--- src/rtl/tc_pkg.sv ---
// tc_pkg: shared state encoding, frame field positions and decoded frame type for the thermocouple poller
package tc_pkg;
  typedef enum logic [2:0] {
    ST_STARTUP, ST_SWEEP_START, ST_SELECT, ST_START, ST_WAIT_DONE, ST_CAPTURE, ST_NEXT, ST_GAP
  } state_t;
  localparam int TC_MSB = 31;
  localparam int TC_LSB = 18;
  localparam int JT_MSB = 15;
  localparam int JT_LSB = 4;
  localparam int OC_BIT = 16;
  localparam int FLT_MSB = 2;
  typedef struct packed {
    logic [13:0] tc_temp;
    logic [11:0] junc_temp;
    logic [3:0]  fault;
  } tc_frame_t;
endpackage

--- src/rtl/tc_frame_regs.sv ---
// tc_frame_regs: per-channel decoded frame registers, valid/timeout flags and a registered read port (rd_ch -> rd_*)
module tc_frame_regs
  import tc_pkg::*;
#(
  parameter int NUM_CH  = 4,
  parameter int CH_BITS = 2
) (
  input  logic               clk,
  input  logic               rst,
  input  logic               wr_en,
  input  logic               to_set,
  input  logic [CH_BITS-1:0] wr_ch,
  input  tc_frame_t          wr_frame,
  input  logic [CH_BITS-1:0] rd_ch,
  output logic [13:0]        rd_tc_temp,
  output logic [11:0]        rd_junc_temp,
  output logic [3:0]         rd_fault,
  output logic               rd_valid,
  output logic               rd_timeout
);
  tc_frame_t regs [NUM_CH];
  logic [NUM_CH-1:0] valid, tmo;
  tc_frame_t rd_frame;
  logic rd_v, rd_t;
  always_comb begin
    rd_frame = '0;
    rd_v = 1'b0;
    rd_t = 1'b0;
    for (int i = 0; i < NUM_CH; i++) begin
      if (rd_ch == CH_BITS'(i)) begin
        rd_frame = regs[i];
        rd_v = valid[i];
        rd_t = tmo[i];
      end
    end
  end
  always_ff @(posedge clk) begin
    if (rst) begin
      for (int i = 0; i < NUM_CH; i++) regs[i] <= '0;
      valid <= '0;
      tmo <= '0;
      rd_tc_temp <= '0;
      rd_junc_temp <= '0;
      rd_fault <= '0;
      rd_valid <= 1'b0;
      rd_timeout <= 1'b0;
    end else begin
      for (int i = 0; i < NUM_CH; i++) begin
        if (wr_ch == CH_BITS'(i) && wr_en) begin
          regs[i] <= wr_frame;
          valid[i] <= 1'b1;
          tmo[i] <= 1'b0;
        end else if (wr_ch == CH_BITS'(i) && to_set) begin
          tmo[i] <= 1'b1;
        end
      end
      rd_tc_temp <= rd_frame.tc_temp;
      rd_junc_temp <= rd_frame.junc_temp;
      rd_fault <= rd_frame.fault;
      rd_valid <= rd_v;
      rd_timeout <= rd_t;
    end
  end
endmodule

--- src/rtl/tc_spi_scheduler.sv ---
// tc_spi_scheduler: round-robin SPI poller for NUM_CH thermocouple converters with decoded per-channel read port
module tc_spi_scheduler
  import tc_pkg::*;
#(
  parameter int CLK_FREQ     = 24000,
  parameter int NUM_CH       = 4,
  parameter int CH_BITS      = 2,
  parameter int CBITS        = 17,
  parameter int STARTUP_CYC  = CLK_FREQ * 3,
  parameter int GAP_CYC      = CLK_FREQ,
  parameter int CS_SETUP_CYC = 2,
  parameter int BUSY_TIMEOUT = 1024
) (
  input  logic               clk,
  input  logic               rst,
  input  logic [NUM_CH-1:0]  ch_mask,
  input  logic               spi_not_busy,
  input  logic [31:0]        spi_rx_data,
  output logic               spi_ena,
  output logic [NUM_CH-1:0]  spi_cs_n,
  input  logic [CH_BITS-1:0] rd_ch,
  output logic [13:0]        rd_tc_temp,
  output logic [11:0]        rd_junc_temp,
  output logic [3:0]         rd_fault,
  output logic               rd_valid,
  output logic               rd_timeout,
  output logic               sweep_done
);
  localparam int WBITS = $clog2(BUSY_TIMEOUT) + 1;
  state_t state, nxt;
  logic [CBITS-1:0] timer;
  logic [WBITS-1:0] wd;
  logic [CH_BITS-1:0] ch, nxt_ch, first_ch, next_ch;
  logic [NUM_CH-1:0] sweep_mask;
  logic first_hit, next_hit, busy_st, to_hit, unused_bits;
  tc_frame_t frame;
  assign frame = {spi_rx_data[TC_MSB:TC_LSB], spi_rx_data[JT_MSB:JT_LSB],
                  spi_rx_data[OC_BIT], spi_rx_data[FLT_MSB:0]};
  assign unused_bits = ^{spi_rx_data[17], spi_rx_data[3]};
  assign busy_st = state == ST_START || state == ST_WAIT_DONE;
  assign to_hit = busy_st && wd == WBITS'(BUSY_TIMEOUT - 1);
  always_comb begin
    first_hit = 1'b0;
    first_ch = '0;
    next_hit = 1'b0;
    next_ch = '0;
    for (int i = NUM_CH - 1; i >= 0; i--) begin
      if (ch_mask[i]) begin
        first_hit = 1'b1;
        first_ch = CH_BITS'(i);
      end
      if (sweep_mask[i] && CH_BITS'(i) > ch) begin
        next_hit = 1'b1;
        next_ch = CH_BITS'(i);
      end
    end
  end
  always_comb begin
    nxt = state;
    nxt_ch = ch;
    case (state)
      ST_STARTUP:     nxt = timer == CBITS'(STARTUP_CYC - 1) ? ST_SWEEP_START : ST_STARTUP;
      ST_SWEEP_START: begin
        nxt = first_hit ? ST_SELECT : ST_GAP;
        nxt_ch = first_hit ? first_ch : ch;
      end
      ST_SELECT:      nxt = timer == CBITS'(CS_SETUP_CYC - 1) ? ST_START : ST_SELECT;
      ST_START:       nxt = to_hit ? ST_NEXT : !spi_not_busy ? ST_WAIT_DONE : ST_START;
      ST_WAIT_DONE:   nxt = spi_not_busy ? ST_CAPTURE : to_hit ? ST_NEXT : ST_WAIT_DONE;
      ST_CAPTURE:     nxt = ST_NEXT;
      ST_NEXT: begin
        nxt = next_hit ? ST_SELECT : ST_GAP;
        nxt_ch = next_hit ? next_ch : ch;
      end
      ST_GAP:         nxt = timer == CBITS'(GAP_CYC - 1) ? ST_SWEEP_START : ST_GAP;
      default:        nxt = ST_STARTUP;
    endcase
  end
  // bus outputs are registered from the next state so they switch cleanly with the state register
  always_ff @(posedge clk) begin
    if (rst) begin
      state <= ST_STARTUP;
      timer <= '0;
      wd <= '0;
      ch <= '0;
      sweep_mask <= '0;
      spi_ena <= 1'b0;
      spi_cs_n <= '1;
      sweep_done <= 1'b0;
    end else begin
      state <= nxt;
      timer <= nxt != state ? '0 : timer + 1'b1;
      wd <= busy_st ? wd + 1'b1 : '0;
      ch <= nxt_ch;
      sweep_mask <= state == ST_SWEEP_START ? ch_mask : sweep_mask;
      spi_ena <= nxt == ST_START;
      spi_cs_n <= (nxt == ST_SELECT || nxt == ST_START || nxt == ST_WAIT_DONE) ?
                  ~(NUM_CH'(1) << nxt_ch) : '1;
      sweep_done <= state == ST_NEXT && !next_hit;
    end
  end
  tc_frame_regs #(.NUM_CH(NUM_CH), .CH_BITS(CH_BITS)) u_regs (
    .clk(clk),
    .rst(rst),
    .wr_en(state == ST_CAPTURE),
    .to_set(busy_st && nxt == ST_NEXT),
    .wr_ch(ch),
    .wr_frame(frame),
    .rd_ch(rd_ch),
    .rd_tc_temp(rd_tc_temp),
    .rd_junc_temp(rd_junc_temp),
    .rd_fault(rd_fault),
    .rd_valid(rd_valid),
    .rd_timeout(rd_timeout)
  );
endmodule
--- config.mk ---
export PLATFORM = sky130hd
export DESIGN_NAME = tc_spi_scheduler
export DESIGN_NICKNAME = d
export VERILOG_FILES = /design/src/rtl/tc_pkg.sv /design/src/rtl/tc_frame_regs.sv /design/src/rtl/tc_spi_scheduler.sv
export SDC_FILE = /design/constraint.sdc
export NUM_CORES = 1
export LEC_CHECK = 0
export CORE_MARGIN = 5
export CORE_UTILIZATION = 45
export CTS_CLUSTER_SIZE = 25
export DETAILED_ROUTE_END_ITERATION = 10
export GPL_ROUTABILITY_DRIVEN = 0
export PLACE_DENSITY_LB_ADDON = 0.2
export SLEW_MARGIN = 5
export SYNTH_ARGS = -nofsm -noshare
export SYNTH_HDL_FRONTEND = slang
export SYNTH_HIERARCHICAL = 1
export SYNTH_SLANG_ARGS = --single-unit
--- constraint.sdc ---
create_clock -name clk -period 2.41 [get_ports clk]
set_input_delay 0.241 -clock clk [delete_from_list [all_inputs] [get_ports clk]]
set_output_delay 0.241 -clock clk [all_outputs]
set_load 0.02 [all_outputs]
Word level (Yosys, flattened, before mapping)
Memory sizes are Yosys's and may differ from the RTL's.
Index checks and enable logic that the tools add are counted.

word-level totals
  bits in registers = 83
  memory bits (writable) = 120
  output and inout port bits = 38
  word-level logic and storage cells = 146
  memories kept = 1

operators by class
  $add $sub $neg = 2
  magnitude comparators = 4
  equality and inequality tests = 22
  shifts and indexed selects = 1
  multiplexer cells = 59
  bitwise gates (word level) = 7
  reductions and logical operators = 29

memory list
  name         words  width  rd ports  clocked after memory_dff  wr ports  RTL line             RTL
  u_regs.regs  4      30     4         0                         4         tc_frame_regs.sv:21  tc_frame_t regs [NUM_CH];

operator list
  operator                                                                         number
  30-bit two-way mux                                                               8
  1-bit two-way mux                                                                32
  2-bit two-way mux                                                                12
  3-bit one-hot mux with 8 select lines                                            1
  3-bit == test (second input constant)                                            6
  17-bit by 1-bit adder with 17-bit output (second input constant)                 1
  17-bit by 1-bit == test with 1-bit output (second input constant)                1
  17-bit by 15-bit == test with 1-bit output (second input constant)               1
  17-bit == test (second input constant)                                           1
  1-bit logical AND                                                                15
  3-bit two-way mux                                                                5
  2-bit OR reduction                                                               7
  3-bit by 2-bit == test with 1-bit output (second input constant)                 4
  11-bit by 1-bit adder with 11-bit output (second input constant)                 1
  11-bit by 10-bit == test with 1-bit output (second input constant)               1
  2-bit == test (second input constant)                                            4
  2-bit by 1-bit == test with 1-bit output (second input constant)                 2
  1-bit by 2-bit greater-than comparator with 1-bit output (first input constant)  2
  2-bit greater-than comparator (first input constant)                             2
  2-bit zero test                                                                  2
  4-bit NOT                                                                        1
  1-bit OR                                                                         4
  2-bit one-hot mux with 2 select lines                                            1
  1-bit by 2-bit left shift with 4-bit output (first input constant)               1
  6 further kinds                                                                  9

Depth between registers and ports, before layout
Gate-level depths: netlist of run 1.

  depth in word-level cells = 13
  mapped depth = 8
  depth with buffers taken out = 8

Cells and area by module
Netlist of run 1, hierarchy kept.

modules (own cells, without submodules)
  module            instances  cells each  area an instance (µm²)  seq. area each (µm²)
  tc_frame_regs     1          435         6482.5                  4404.2
  tc_spi_scheduler  1          251         2084.5                  840.8

Worst setup path after synthesis of run 1
No wires, ideal clock.

  kind = register -> register
  from = register wd[0]
  to = register u_regs.tmo[0]
  arrival time = 2.191 ns
  required time = 2.324 ns
  path slack = 0.132 ns
  stages on the path, launching flop included = 9
  clock period less this slack = 2.278 ns
  path through = dfxtp_1 ha_1 nand4_1 or4_1 o2bb2ai_1 a211o_1 o211a_1 or3b_1 a221oi_2

between the ends
  word-level cells in the longest chain between the ends = 8

ends and longest elaborated chain
  item                                            RTL line                 RTL
  start: declaration                              tc_spi_scheduler.sv:32   logic [WBITS-1:0] wd;
  start signal: assignment                        tc_spi_scheduler.sv:93   wd <= busy_st ? wd + 1'b1 : '0;
  11-bit by 10-bit == test with 1-bit output (*)  tc_spi_scheduler.sv:41   assign to_hit = busy_st && wd == WBITS'(BUSY_TIMEOUT - 1);
  1-bit logical AND (*)                           tc_spi_scheduler.sv:41
  2-bit two-way mux (2 in a row)                  tc_spi_scheduler.sv:69   ST_WAIT_DONE: nxt = spi_not_busy ? ST_CAPTURE : to_hit ? ST_NEXT : ST_WAIT_DONE;
  3-bit one-hot mux with 8 select lines (*)       tc_spi_scheduler.sv:61   case (state)
  3-bit == test (*)                               tc_spi_scheduler.sv:106  .to_set(busy_st && nxt == ST_NEXT),
  1-bit logical AND (*)                           tc_spi_scheduler.sv:106
  1-bit logical AND (*)                           tc_frame_regs.sv:53      end else if (wr_ch == CH_BITS'(i) && to_set) begin
  end signal: assignment                          tc_frame_regs.sv:41      tmo <= '0;
  end signal: indexed assignment                  tc_frame_regs.sv:52      tmo[i] <= 1'b0;
  end signal: indexed assignment                  tc_frame_regs.sv:54      tmo[i] <= 1'b1;
  end: declaration                                tc_frame_regs.sv:22      logic [NUM_CH-1:0] valid, tmo;

Every way passes the cells marked *; elsewhere a longest branch is shown, timed or not.
A chain may end at the register's enable or synchronous reset.

Final worst setup path of run 1
  from = register timer[9]
  to = register u_regs.tmo[3]

between the ends
  word-level cells in the longest chain between the ends = 6

ends and longest elaborated chain
  item                                                                     RTL line                 RTL
  start: declaration                                                       tc_spi_scheduler.sv:31   logic [CBITS-1:0] timer;
  start signal: assignment                                                 tc_spi_scheduler.sv:92   timer <= nxt != state ? '0 : timer + 1'b1;
  17-bit by 1-bit == test with 1-bit output, or another cell as far along  tc_spi_scheduler.sv:67   ST_SELECT: nxt = timer == CBITS'(CS_SETUP_CYC - 1) ? ST_START : ST_SELECT;
  1-bit two-way mux, or another cell as far along                          tc_spi_scheduler.sv:67
  3-bit one-hot mux with 8 select lines (*)                                tc_spi_scheduler.sv:61
  3-bit == test (*)                                                        tc_spi_scheduler.sv:106
  1-bit logical AND (*)                                                    tc_spi_scheduler.sv:106
  1-bit logical AND (*)                                                    tc_frame_regs.sv:53

Marked as above.

==> results of run 1 <==
==> stage by stage <==
stage	total power (W)	utilization [%]	area, sq um	std cells
6_report	0.00757	55.6	10400	1031
5_1_grt	0.00784	55.6	10400	1031
4_1_cts	0.00767	55.5	10400	1031
3_5_place_dp	0.00433	51.6	9650	991
3_3_place_gp	0.00432	51.6	9650	991
2_1_floorplan	0.00409	-	8570	686
==> layout make-up <==
cell class / instances / area share [%]
repair buffers: 110 / 10.4
multi-input cells: 435 / 29.0
well taps: 234 / 2.82
clock buffers: 31 / 6.05
clock inverters: 9 / 0.999
flip-flops and latches: 202 / 50.5
inverters: 10 / 0.361
==> sequential cells by signal, indices dropped and copies added, names as in the netlist <==
name	cells
ch	2
spi_cs_n	4
spi_ena	1
state	3
sweep_done	1
sweep_mask	3
timer	17
u_regs/rd_fault	4
u_regs/rd_junc_temp	12
u_regs/rd_tc_temp	14
u_regs/rd_timeout	1
u_regs/rd_valid	1
u_regs/regs	120
u_regs/tmo	4
u_regs/valid	4
wd	11
==> per-layer routing <==
layer	global-route usage, %	vias up	wire [microns]	share of wire, %
li1	-	2668	-	-
met1	21.1	2713	7670	43
met2	29.4	112	9160	51
met3	3.16	27	805	4.5
met4	3.93	0	320	1.8
met5	0	-	0	0
==> final timing paths <==
check,to,slack (ns),cells past startpoint
max,u_regs/tmo[3],0.15,9
min,u_regs/rd_tc_temp[12],0.23,3
max reg2reg,u_regs/tmo[3],0.15,9
min reg2reg,wd[0],0.42,1
==> cells in the final DEF (no fill, tap or decap), drive strengths merged, types with 2 or more instances in the layout <==
cell type      instances
nand2b                 5
ha                     2
nand2                 18
nor4                   9
or4                    4
o31ai                  2
clkinv                 6
buf                   35
and2                 121
xnor2                  8
bufinv                 2
inv                   11
o211ai                 3
a21oi                  8
a221oi                 3
nor3                   9
o22ai                 34
nor2                  43
edfxtp               120
or3b                   2
o21ai                 14
mux2i                 64
clkdlybuf4s50         75
clkbuf                31
or3                    2
xor2                  15
dfxtp                 82
a21o                   8
and4bb                 2
and3                   9
nand4                  5
and4                   2
nand3b                 2
nand3                 15
nor2b                  6
==> worst max-delay path: cells and delay by family, from the launching register on <==
kind	cells	cell delay, ns
compound gates	3	0.57
buf+inv	2	0.29
flops	1	0.33
simple gates	4	0.95
==> logic make-up (layout without fill, tap and decap cells) <==
kind of cell / Yosys count / count (layout) / synth area share (%)
AOI/OAI and AO/OA: 86 / 86 / 7.11
muxes: 64 / 64 / 7.48
xor gates and xnor gates: 23 / 23 / 2.35
DFF: 202 / 202 / 61.2
adders and majority gates: 2 / 2 / 0.292
buffers and inverters: 49 / 160 / 3.81
and+or+nand+nor: 260 / 260 / 17.7
==> power groups by stage <==
| stage | logic [W] | registers [W] | clock network [W] |
|---|---|---|---|
| 2_1_floorplan | 0.000195 | 0.00389 | 0 |
| 3_3_place_gp | 0.000463 | 0.00385 | 0 |
| 3_5_place_dp | 0.000470 | 0.00386 | 0 |
| 4_1_cts | 0.000472 | 0.00379 | 0.00341 |
| 5_1_grt | 0.000500 | 0.00379 | 0.00354 |
| 6_report | 0.000463 | 0.00379 | 0.00332 |
==> what timing repair did <==
item                       in CTS  in global routing
setup endpoints to repair       0                  5
resized for setup               0                  5
hold buffers                    0                  0
==> summary.md, run 1 <==
• **worst clock skew** 0.0228 ns
• **worst path required time** 2.78 ns
• **unrepaired setup endpoints after global routing** no
• **DRC violations left** 0
• **crit path max-delay cell type** sky130_fd_sc_hd__or4_1
• **antenna violations before repair** 0
• **worst slew margin relative to its limit** 68.8%
• **internal power** 0.00600 W
• **top-level port count** 79
• **worst min-delay path startpoint** rd_ch[0]
• **via/cell ratio** 5.35
• **CP startpoint kind** flip-flop
• **H-tree lvl count** 1
• **number of unique standard cell types used by synthesis** 56
• **top cell type by total area after synthesis** sky130_fd_sc_hd__edfxtp_1
• **clock tree from TritonCTS** built
• **Routed Wire Length** 18000 microns
• **shortest period the worst path allows** 2.26 ns
• **power dissipated by switching net loads** 0.00156 W
• **worst path arrival time** 2.63 ns
• **share of the synthesized area in the top cell type** 42.1%
• **effective utilization at floorplan** 45.8%
• **FF-to-FF Start** timer[9]
• **count of nets after finishing** 824
• **share of the clock period used by the worst path after layout** 93.7%
• **number of warnings reported in the yosys synthesis log** 6
• **transition time at the pin with the least slew margin** 0.467 ns
• **post-detail-place hpwl** 11100 microns
• **prevailing post-synth register cell** sky130_fd_sc_hd__edfxtp_1
• **peak fanout along the critical path** 4
• **fillers** 1540
• **slowest cell delay on critical path** 0.57 ns
• **Root Driver** sky130_fd_sc_hd__clkbuf_16
• **top cell types by occurrence after synthesis** sky130_fd_sc_hd__and2_1, sky130_fd_sc_hd__edfxtp_1, sky130_fd_sc_hd__dfxtp_1
• **launch point of the critical path** timer[9]
• **clock-pin slew on the worst setup and hold paths** 0.06 ns
• **mean post-synth cell area** 12.5 sq um
• **global-route wire length before repair** 29400 microns
• **Gate Count Post-Synth** 686
• **net count after synthesis** 729
• **largest voltage drop on the vdd net** 461 uV
• **top-count cell post-synth** sky130_fd_sc_hd__and2_1
• **worst hold margin** 0.232 ns
• **vias in the first global route** 5678
• **portion of total power attributed to combinational logic** 6.1%
• **summed negative setup slack over all endpoints** 0 ns
• **netlist area before placement** 8570 sq um
• **total grt overflow** 0
• **layout cell share with drive strength beyond 1** 10.4%
• **chip height** 148 microns
• **register bit total from synthesis** 202
• **crit path setup slack, layout** 0.152 ns
• **Cell Pwr Density** 728 nW/um^2
• **static leakage** 3.99 nW
• **Max Buffers Root-to-Sink** 3
• **Die ar.** 21900 sq um
• **setup violators final** 0
• **area of all sequential standard cells** 5250 sq um
• **core area** 18700 sq um
• **quantity of I/O buffers inserted on ports** 76
• **cells taking the most area after synthesis** sky130_fd_sc_hd__edfxtp_1, sky130_fd_sc_hd__dfxtp_1, sky130_fd_sc_hd__and2_1
• **number of slew-limit violations in the final report** 0
• **pin count of the biggest net entering global routing** 33
• **global routing usage summed across all routing layers** 16.6%
• **first-pass iteration count of the detailed router** 4
• **Avg WL per Cell** 17.4 microns
• **post-synthesis sequential area ratio** 61.2%
• **number of clock sinks** 202
• **Crit Path Category** flip-flop to flip-flop
• **top achievable clock speed** 443 MHz
• **number of synthesized flops with an enable pin** 120
• **count of endpoints failing hold in the final timing report** 0
• **Syn-to-layout area delta** 21.4%
• **Top cell by count, worst path** sky130_fd_sc_hd__buf_4
• **Inserted Clock Buffers** 22
• **class of the tightest hold or removal check** primary input to flip-flop
• **multi-input gate area in the final layout** 3010 sq um
• **fraction of power consumed by sequential logic** 50.0%
• **number of antenna diodes** 0
• **cells traversed along the worst timing path** or4_1 -> nor4_1 -> buf_4 -> nor3_1 -> a211o_1 -> o211a_1 -> buf_4 -> a31oi_1 -> nor2_1
• **Site Rows** 50
• **x dimension of the die** 148 microns
• **setup fix buffers added after clock tree synthesis** 0
• **total number of vias** 5520
• **worst slack at placement** -0.109 ns
• **latest clock arrival within the worst-skew pair** 0.50 ns
• **endpoint type of the worst setup path** flip-flop
• **Antenna Violating Nets Remaining** 0
• **switching power share of the total** 20.7%
• **number of DRC markers after the initial detailed-route iteration** 294
• **outcome** complete, no violations
• **share of synthesized flip-flops with an asynchronous set or reset** 0%
• **clock share of power** 43.9%
• **max-cap violations** 0
Note: power is estimated with default switching activity, not from simulation.
==> run 2, diff against run 1 <==
Settings changed: MAX_ROUTING_LAYER set to met4.
==> run 2 against run 1 <==
Compared with the run above: clock-buffer cell count did not move; power barely moved; via count rose by 0.13%; non-clock buffer count did not move; wire length rose by 0.26%; die area did not move; global-route usage rose by 0.51 points; clock power barely moved; critical path type unchanged.
==> summary.md, run 2 (synthesis gave the netlist of run 1 again) <==
• **outcome** complete, no violations
• **Total Power** 0.00757 W, about the same
• **highest-count cells in the layout ignoring fill and taps** sky130_fd_sc_hd__and2_1, sky130_fd_sc_hd__edfxtp_1, sky130_fd_sc_hd__dfxtp_1, sky130_fd_sc_hd__clkdlybuf4s50_1, sky130_fd_sc_hd__mux2i_1
• **worst clock skew** 0.0232 ns, +0.000397 ns
• **FF-to-FF Start** timer[9]
• **most frequent standard cell in the layout excluding fill and tap cells** sky130_fd_sc_hd__and2_1
• **fillers** 1540, unchanged
• **transition time at the pin with the least slew margin** 0.452 ns, -0.0150 ns
• **unrepaired setup endpoints after global routing** no
• **top achievable clock speed** 443 MHz, about the same
• **Inserted Clock Buffers** 22, unchanged
• **slowest cell delay on critical path** 0.57 ns, about the same
• **worst slew margin relative to its limit** 69.6%, +0.73 points
• **Routed Wire Length** 18000 microns, +0.26%
• **shortest period the worst path allows** 2.26 ns, +0.000555 ns
• **number of cell instances on the worst register-to-register path** 9, unchanged
• **top flop regs** u_regs/regs: 120 flops, timer: 17 flops, u_regs/rd_tc_temp: 14 flops
• **cell family with most CP delay** simple AND/OR/NAND/NOR gates
• **Antenna Violating Nets Remaining** 0, unchanged
• **Site Rows** 50, unchanged
• **critical path buffer and inverter count** 2, unchanged
• **antenna violations before repair** 0, unchanged
• **effective utilization at floorplan** 45.8%, unchanged
• **pin count of the biggest net entering global routing** 33, unchanged
• **worst path required time** 2.78 ns, about the same
• **number of clock sinks** 202, unchanged
• **Top cell by count, worst path** sky130_fd_sc_hd__buf_4
• **logic depth of the worst setup path including buffers** 9, unchanged
• **chip height** 148 microns, unchanged
• **setup fix buffers added after clock tree synthesis** 0, unchanged
• **count of nets after finishing** 824, unchanged
• **total number of vias** 5527, +0.13%
• **launch point of the critical path** timer[9]
• **total met2 wirelength after detailed routing** 9180 microns, +0.16%
• **number of antenna diodes** 0, unchanged
• **met1 WL** 7710 microns, +0.55%
• **worst path arrival time** 2.63 ns, about the same
• **Syn-to-layout area delta** 21.4%, unchanged
• **final standard cell utilization of the core** 55.6%, unchanged
• **worst setup slack for register-to-register paths** 0.15 ns, about the same
• **largest voltage drop on the vdd net** 461 uV, about the same
• **cells traversed along the worst timing path** or4_1 -> nor4_1 -> buf_4 -> nor3_1 -> a211o_1 -> o211a_1 -> buf_4 -> a31oi_1 -> nor2_1
• **highest routed metal layer** met4
• **first-pass iteration count of the detailed router** 4, unchanged
• **CP startpoint kind** flip-flop
• **max-cap violations** 0, unchanged
• **quantity of I/O buffers inserted on ports** 76, unchanged
• **via/cell ratio** 5.36, +0.13%
• **crit path max-delay cell type** sky130_fd_sc_hd__or4_1
• **DRC violations left** 0, unchanged
• **cell depth of the worst hold path** 3, unchanged
• **global routing usage summed across all routing layers** 17.1%, +0.51 points
• **count of cells resized by post-cts repair** 0, unchanged
• **WL met3** 825 microns, +2.5%
• **Setup crit end** u_regs/tmo[3]
• **latest clock arrival within the worst-skew pair** 0.50 ns, about the same
• **number of slew-limit violations in the final report** 0, unchanged
• **Crit Path Category** flip-flop to flip-flop
• **Final Instance Count excl. Fillers** 1031, unchanged
• **total grt overflow** 0, unchanged
• **vias in the first global route** 5677, -0.018%
• **Die ar.** 21900 sq um, unchanged
• **global-route wire length before repair** 29400 microns, about the same
• **top-level port count** 79, unchanged
• **class of the tightest hold or removal check** primary input to flip-flop
• **layout cell share with drive strength beyond 1** 10.4%, unchanged
• **share of the clock period used by the worst path after layout** 93.7%, about the same
• **setup violators final** 0, unchanged
• **Crit Reg-Reg Endpoint** u_regs/tmo[3]
• **Cell Pwr Density** 728 nW/um^2, about the same
• **count of endpoints failing hold in the final timing report** 0, unchanged
• **number of DRC markers after the initial detailed-route iteration** 231, -21%
• **Reg with most FFs** u_regs/regs
• **H-tree lvl count** 1, unchanged
• **Root Driver** sky130_fd_sc_hd__clkbuf_16
• **x dimension of the die** 148 microns, unchanged
• **post-detail-place hpwl** 11100 microns, unchanged
• **number of placed instances, taps included** 991, unchanged
• **Avg WL per Cell** 17.5 microns, +0.26%
• **count of hold-fix buffers inserted at cts** 0, unchanged
• **clock tree from TritonCTS** built
• **core area** 18700 sq um, unchanged
• **peak fanout along the critical path** 4, unchanged
• **clock-pin slew on the worst setup and hold paths** 0.06 ns, about the same
• **endpoint type of the worst setup path** flip-flop
• **number of flip-flops in the largest register** 120, unchanged
• **static leakage** 3.99 nW, unchanged
• **Max Buffers Root-to-Sink** 3, unchanged
==> run 2: worst min-delay path by stage <==
stage                        start                    end  slack [ns]
after floorplan                rst               state[2]        0.31
after global placement       wd[0]                  wd[0]        0.42
after detailed placement     wd[0]                  wd[0]        0.44
after CTS                 rd_ch[0]  u_regs/rd_tc_temp[12]        0.22
after global routing      rd_ch[0]  u_regs/rd_tc_temp[12]        0.25
final                     rd_ch[0]  u_regs/rd_tc_temp[12]        0.23
==> run 2: area by class of cell <==
cell class	count	area, sq um	share of cell area [%]
flip-flops and latches	202	5250	50.5
multi-input cells	435	3010	29.0
repair buffers	110	1080	10.4
clock buffers	31	629	6.05
well taps	234	293	2.82
clock inverters	9	104	0.999
inverters	10	37.5	0.361
==> run 2: report_power, final <==
| part | internal (W) | switching (W) | total, W |
|---|---|---|---|
| sequential | 0.00375 | 0.0000349 | 0.00379 |
| combinational | 0.000214 | 0.000249 | 0.000463 |
| clock | 0.00204 | 0.00128 | 0.00332 |
| total | 0.00600 | 0.00156 | 0.00757 |
==> run 2: stage by stage <==
stage	TNS (ns)	hold WS (ns)	setup slack [ns]	area, sq um
2_1_floorplan	0	0.313	0.132	8570
5_1_grt	0	0.250	0.00665	10400
3_5_place_dp	-0.123	0.440	-0.109	9650
4_1_cts	0	0.218	0.119	10400
6_report	0	0.233	0.151	10400
3_3_place_gp	-0.0662	0.425	-0.0662	9650
==> run 2: worst register-to-register path, cell delays in order (launching register included) <==
cell	delay, ns
sky130_fd_sc_hd__dfxtp_1	0.33
sky130_fd_sc_hd__or4_1	0.57
sky130_fd_sc_hd__nor4_1	0.28
sky130_fd_sc_hd__buf_4	0.15
sky130_fd_sc_hd__nor3_1	0.05
sky130_fd_sc_hd__a211o_1	0.27
sky130_fd_sc_hd__o211a_1	0.15
sky130_fd_sc_hd__buf_4	0.14
sky130_fd_sc_hd__a31oi_1	0.15
sky130_fd_sc_hd__nor2_1	0.05
==> run 2: routing by layer <==
layer / vias up / global-route usage, %
met5: - / -
met2: 120 / 29.3
li1: 2670 / -
met4: 0 / 3.93
met3: 23 / 2.97
met1: 2714 / 21.3
==> run 3, diff against run 2 <==
Settings changed: CTS_BUF_LIST set to sky130_fd_sc_hd__clkbuf_2 sky130_fd_sc_hd__clkbuf_4 sky130_fd_sc_hd__clkbuf_8.
==> run 3 against run 2 <==
Compared with the run above: worst setup slack lost 0.0044 ns; non-clock buffer count unchanged; utilization increased by 0.12 points; sequential power about the same; largest cell class unchanged; highest routed layer unchanged; first-iteration DRC count is 4.3% higher; clock-buffer cell count up 25; combinational power is essentially flat; global-route usage grew 0.50 points; clock skew about the same.
==> summary.md, run 3 (synthesis gave the netlist of run 1 again) <==
• **outcome** complete, no violations
• **Reg with most FFs** u_regs/regs
• **count of endpoints failing hold in the final timing report** 0, unchanged
• **CP startpoint kind** flip-flop
• **share of the clock period used by the worst path after layout** 93.9%, +0.18 points
• **global-route wire length before repair** 29900 microns, +1.7%
• **chip height** 148 microns, unchanged
• **highest-count cells in the layout ignoring fill and taps** sky130_fd_sc_hd__and2_1, sky130_fd_sc_hd__edfxtp_1, sky130_fd_sc_hd__dfxtp_1, sky130_fd_sc_hd__clkdlybuf4s50_1, sky130_fd_sc_hd__mux2i_1
• **Syn-to-layout area delta** 21.6%
• **effective utilization at floorplan** 45.8%, unchanged
• **top achievable clock speed** 442 MHz, -0.20%
• **Crit Reg-Reg Endpoint** u_regs/tmo[0]
• **largest voltage drop on the vdd net** 611 uV, +33%
• **launch point of the critical path** wd[0]
• **most frequent standard cell in the layout excluding fill and tap cells** sky130_fd_sc_hd__and2_1
• **cell depth of the worst hold path** 3, unchanged
• **Die ar.** 21900 sq um, unchanged
• **global routing usage summed across all routing layers** 17.6%, +0.50 points
• **hold worst-path end** u_regs/rd_tc_temp[12]
• **core area** 18700 sq um, unchanged
• **final standard cell utilization of the core** 55.7%, +0.12 points
• **Crit Path Category** flip-flop to flip-flop
• **number of clock sinks** 202, unchanged
• **crit path max-delay cell type** sky130_fd_sc_hd__or4_4
• **Cell Pwr Density** 722 nW/um^2, -0.83%
• **via/cell ratio** 5.29, -1.3%
• **worst path arrival time** 2.70 ns, +0.07 ns
• **setup violators final** 0, unchanged
• **x dimension of the die** 148 microns, unchanged
• **number of flip-flops in the largest register** 120, unchanged
• **Inserted Clock Buffers** 35, +59%
• **top flop regs** u_regs/regs: 120 flops, timer: 17 flops, u_regs/rd_tc_temp: 14 flops
• **total grt overflow** 0, unchanged
• **DRC violations left** 0, unchanged
• **Routed Wire Length** 18500 microns, +2.9%
• **post-detail-place hpwl** 11100 microns, unchanged
• **unrepaired setup endpoints after global routing** no
• **transition time at the pin with the least slew margin** 0.453 ns, +0.000247 ns
• **Site Rows** 50, unchanged
• **worst path required time** 2.85 ns, +0.07 ns
• **worst slack at placement** -0.109 ns, unchanged
• **worst min-delay path startpoint** rd_ch[0]
• **worst slew margin relative to its limit** 69.6%, about the same
• **worst clock skew** 0.0231 ns, -0.0000264 ns
• **latest clock arrival within the worst-skew pair** 0.52 ns, +0.02 ns
• **FF-to-FF Start** wd[0]
• **peak fanout along the critical path** 3, -1
• **Total Power** 0.00752 W, -0.62%
• **number of slew-limit violations in the final report** 0, unchanged
• **H-tree lvl count** 2, +1
• **top-level port count** 79, unchanged
• **endpoint type of the worst setup path** flip-flop
• **total number of vias** 5570, +0.78%
• **pin count of the biggest net entering global routing** 33, unchanged
• **worst setup slack for register-to-register paths** 0.15 ns, about the same
• **first-pass iteration count of the detailed router** 4, unchanged
• **antenna violations before repair** 0, unchanged
• **quantity of I/O buffers inserted on ports** 76, unchanged
• **number of DRC markers after the initial detailed-route iteration** 241, +4.3%
• **count of nets after finishing** 837, +1.6%
• **vias in the first global route** 5816, +2.4%
• **class of the tightest hold or removal check** primary input to flip-flop
• **Final Instance Count excl. Fillers** 1053, +2.1%
• **number of cell instances on the worst register-to-register path** 8, -1
• **static leakage** 4.03 nW, +0.97%
• **number of antenna diodes** 0, unchanged
• **cells traversed along the worst timing path** ha_2 -> nand4_1 -> or4_4 -> o2bb2ai_1 -> a211o_1 -> o211a_1 -> or3b_1 -> a221oi_2
• **shortest period the worst path allows** 2.26 ns, +0.00444 ns
• **Max Buffers Root-to-Sink** 3, unchanged
• **layout cell share with drive strength beyond 1** 13.8%, +3.4 points
• **clock tree from TritonCTS** built
• **clock-pin slew on the worst setup and hold paths** 0.06 ns, about the same
• **slowest cell delay on critical path** 0.46 ns, -0.11 ns
• **Avg WL per Cell** 17.6 microns, +0.72%
• **Antenna Violating Nets Remaining** 0, unchanged
• **crit path setup slack, layout** 0.147 ns, -0.00444 ns
• **Root Driver** sky130_fd_sc_hd__clkbuf_8
• **number of placed instances, taps included** 991, unchanged
• **max-cap violations** 0, unchanged
## run 3: worst max-delay path by stage
stage	endpoint	slack, ns	cells past startpoint
6_report	u_regs/tmo[0]	0.15	8
5_1_grt	u_regs/tmo[0]	0.003	8
2_1_floorplan	u_regs/tmo[0]	0.13	8
3_3_place_gp	u_regs/tmo[0]	-0.07	8
3_5_place_dp	u_regs/tmo[0]	-0.11	8
4_1_cts	spi_cs_n[2]	0.09	8
## run 3: layout make-up
class | instances | area, sq um
fill | 1546 | 8290
sequential | 202 | 5250
multi-input combinational | 435 | 3020
timing repair buffer | 110 | 1080
clock buffer | 56 | 689
tap | 234 | 293
clock inverter | 6 | 61.3
inverter | 10 | 37.5
## run 3: layer usage
layer,share of wire [%],GRT usage [%],wire length (microns)
met1,42,21.1,7790
met2,51,29.8,9390
met3,5.0,3.49,919
met4,2.2,5.96,416
met5,0,-,0
## run 3: through the flow
step / area [sq um] / hold slack [ns] / setup TNS (ns)
3_3_place_gp: 9650 / 0.425 / -0.0662
4_1_cts: 10400 / 0.175 / 0
5_1_grt: 10400 / 0.218 / 0
3_5_place_dp: 9650 / 0.440 / -0.123
2_1_floorplan: 8570 / 0.313 / 0
6_report: 10400 / 0.213 / 0
## run 3: power breakdown
group          switching (W)  internal [W]  total, W
sequential         0.0000353       0.00375   0.00379
clock                0.00135       0.00192   0.00327
combinational       0.000250      0.000214  0.000464
total                0.00163       0.00589   0.00752
## run 3: critical path, delay by kind of cell (launching register included)
kind                     cells  cell delay (ns)
AO/OA/AOI/OAI                4             0.68
adder cells (fa/ha/maj)      1             0.19
AND/OR/NAND/NOR              3             0.97
flip-flops                   1             0.35
## run 3: what timing repair did
item / in CTS / in global routing
gates resized for setup: 0 / 5
buffers inserted: 0 / 0
hold buffers: 0 / 0
setup endpoints to repair: 0 / 5
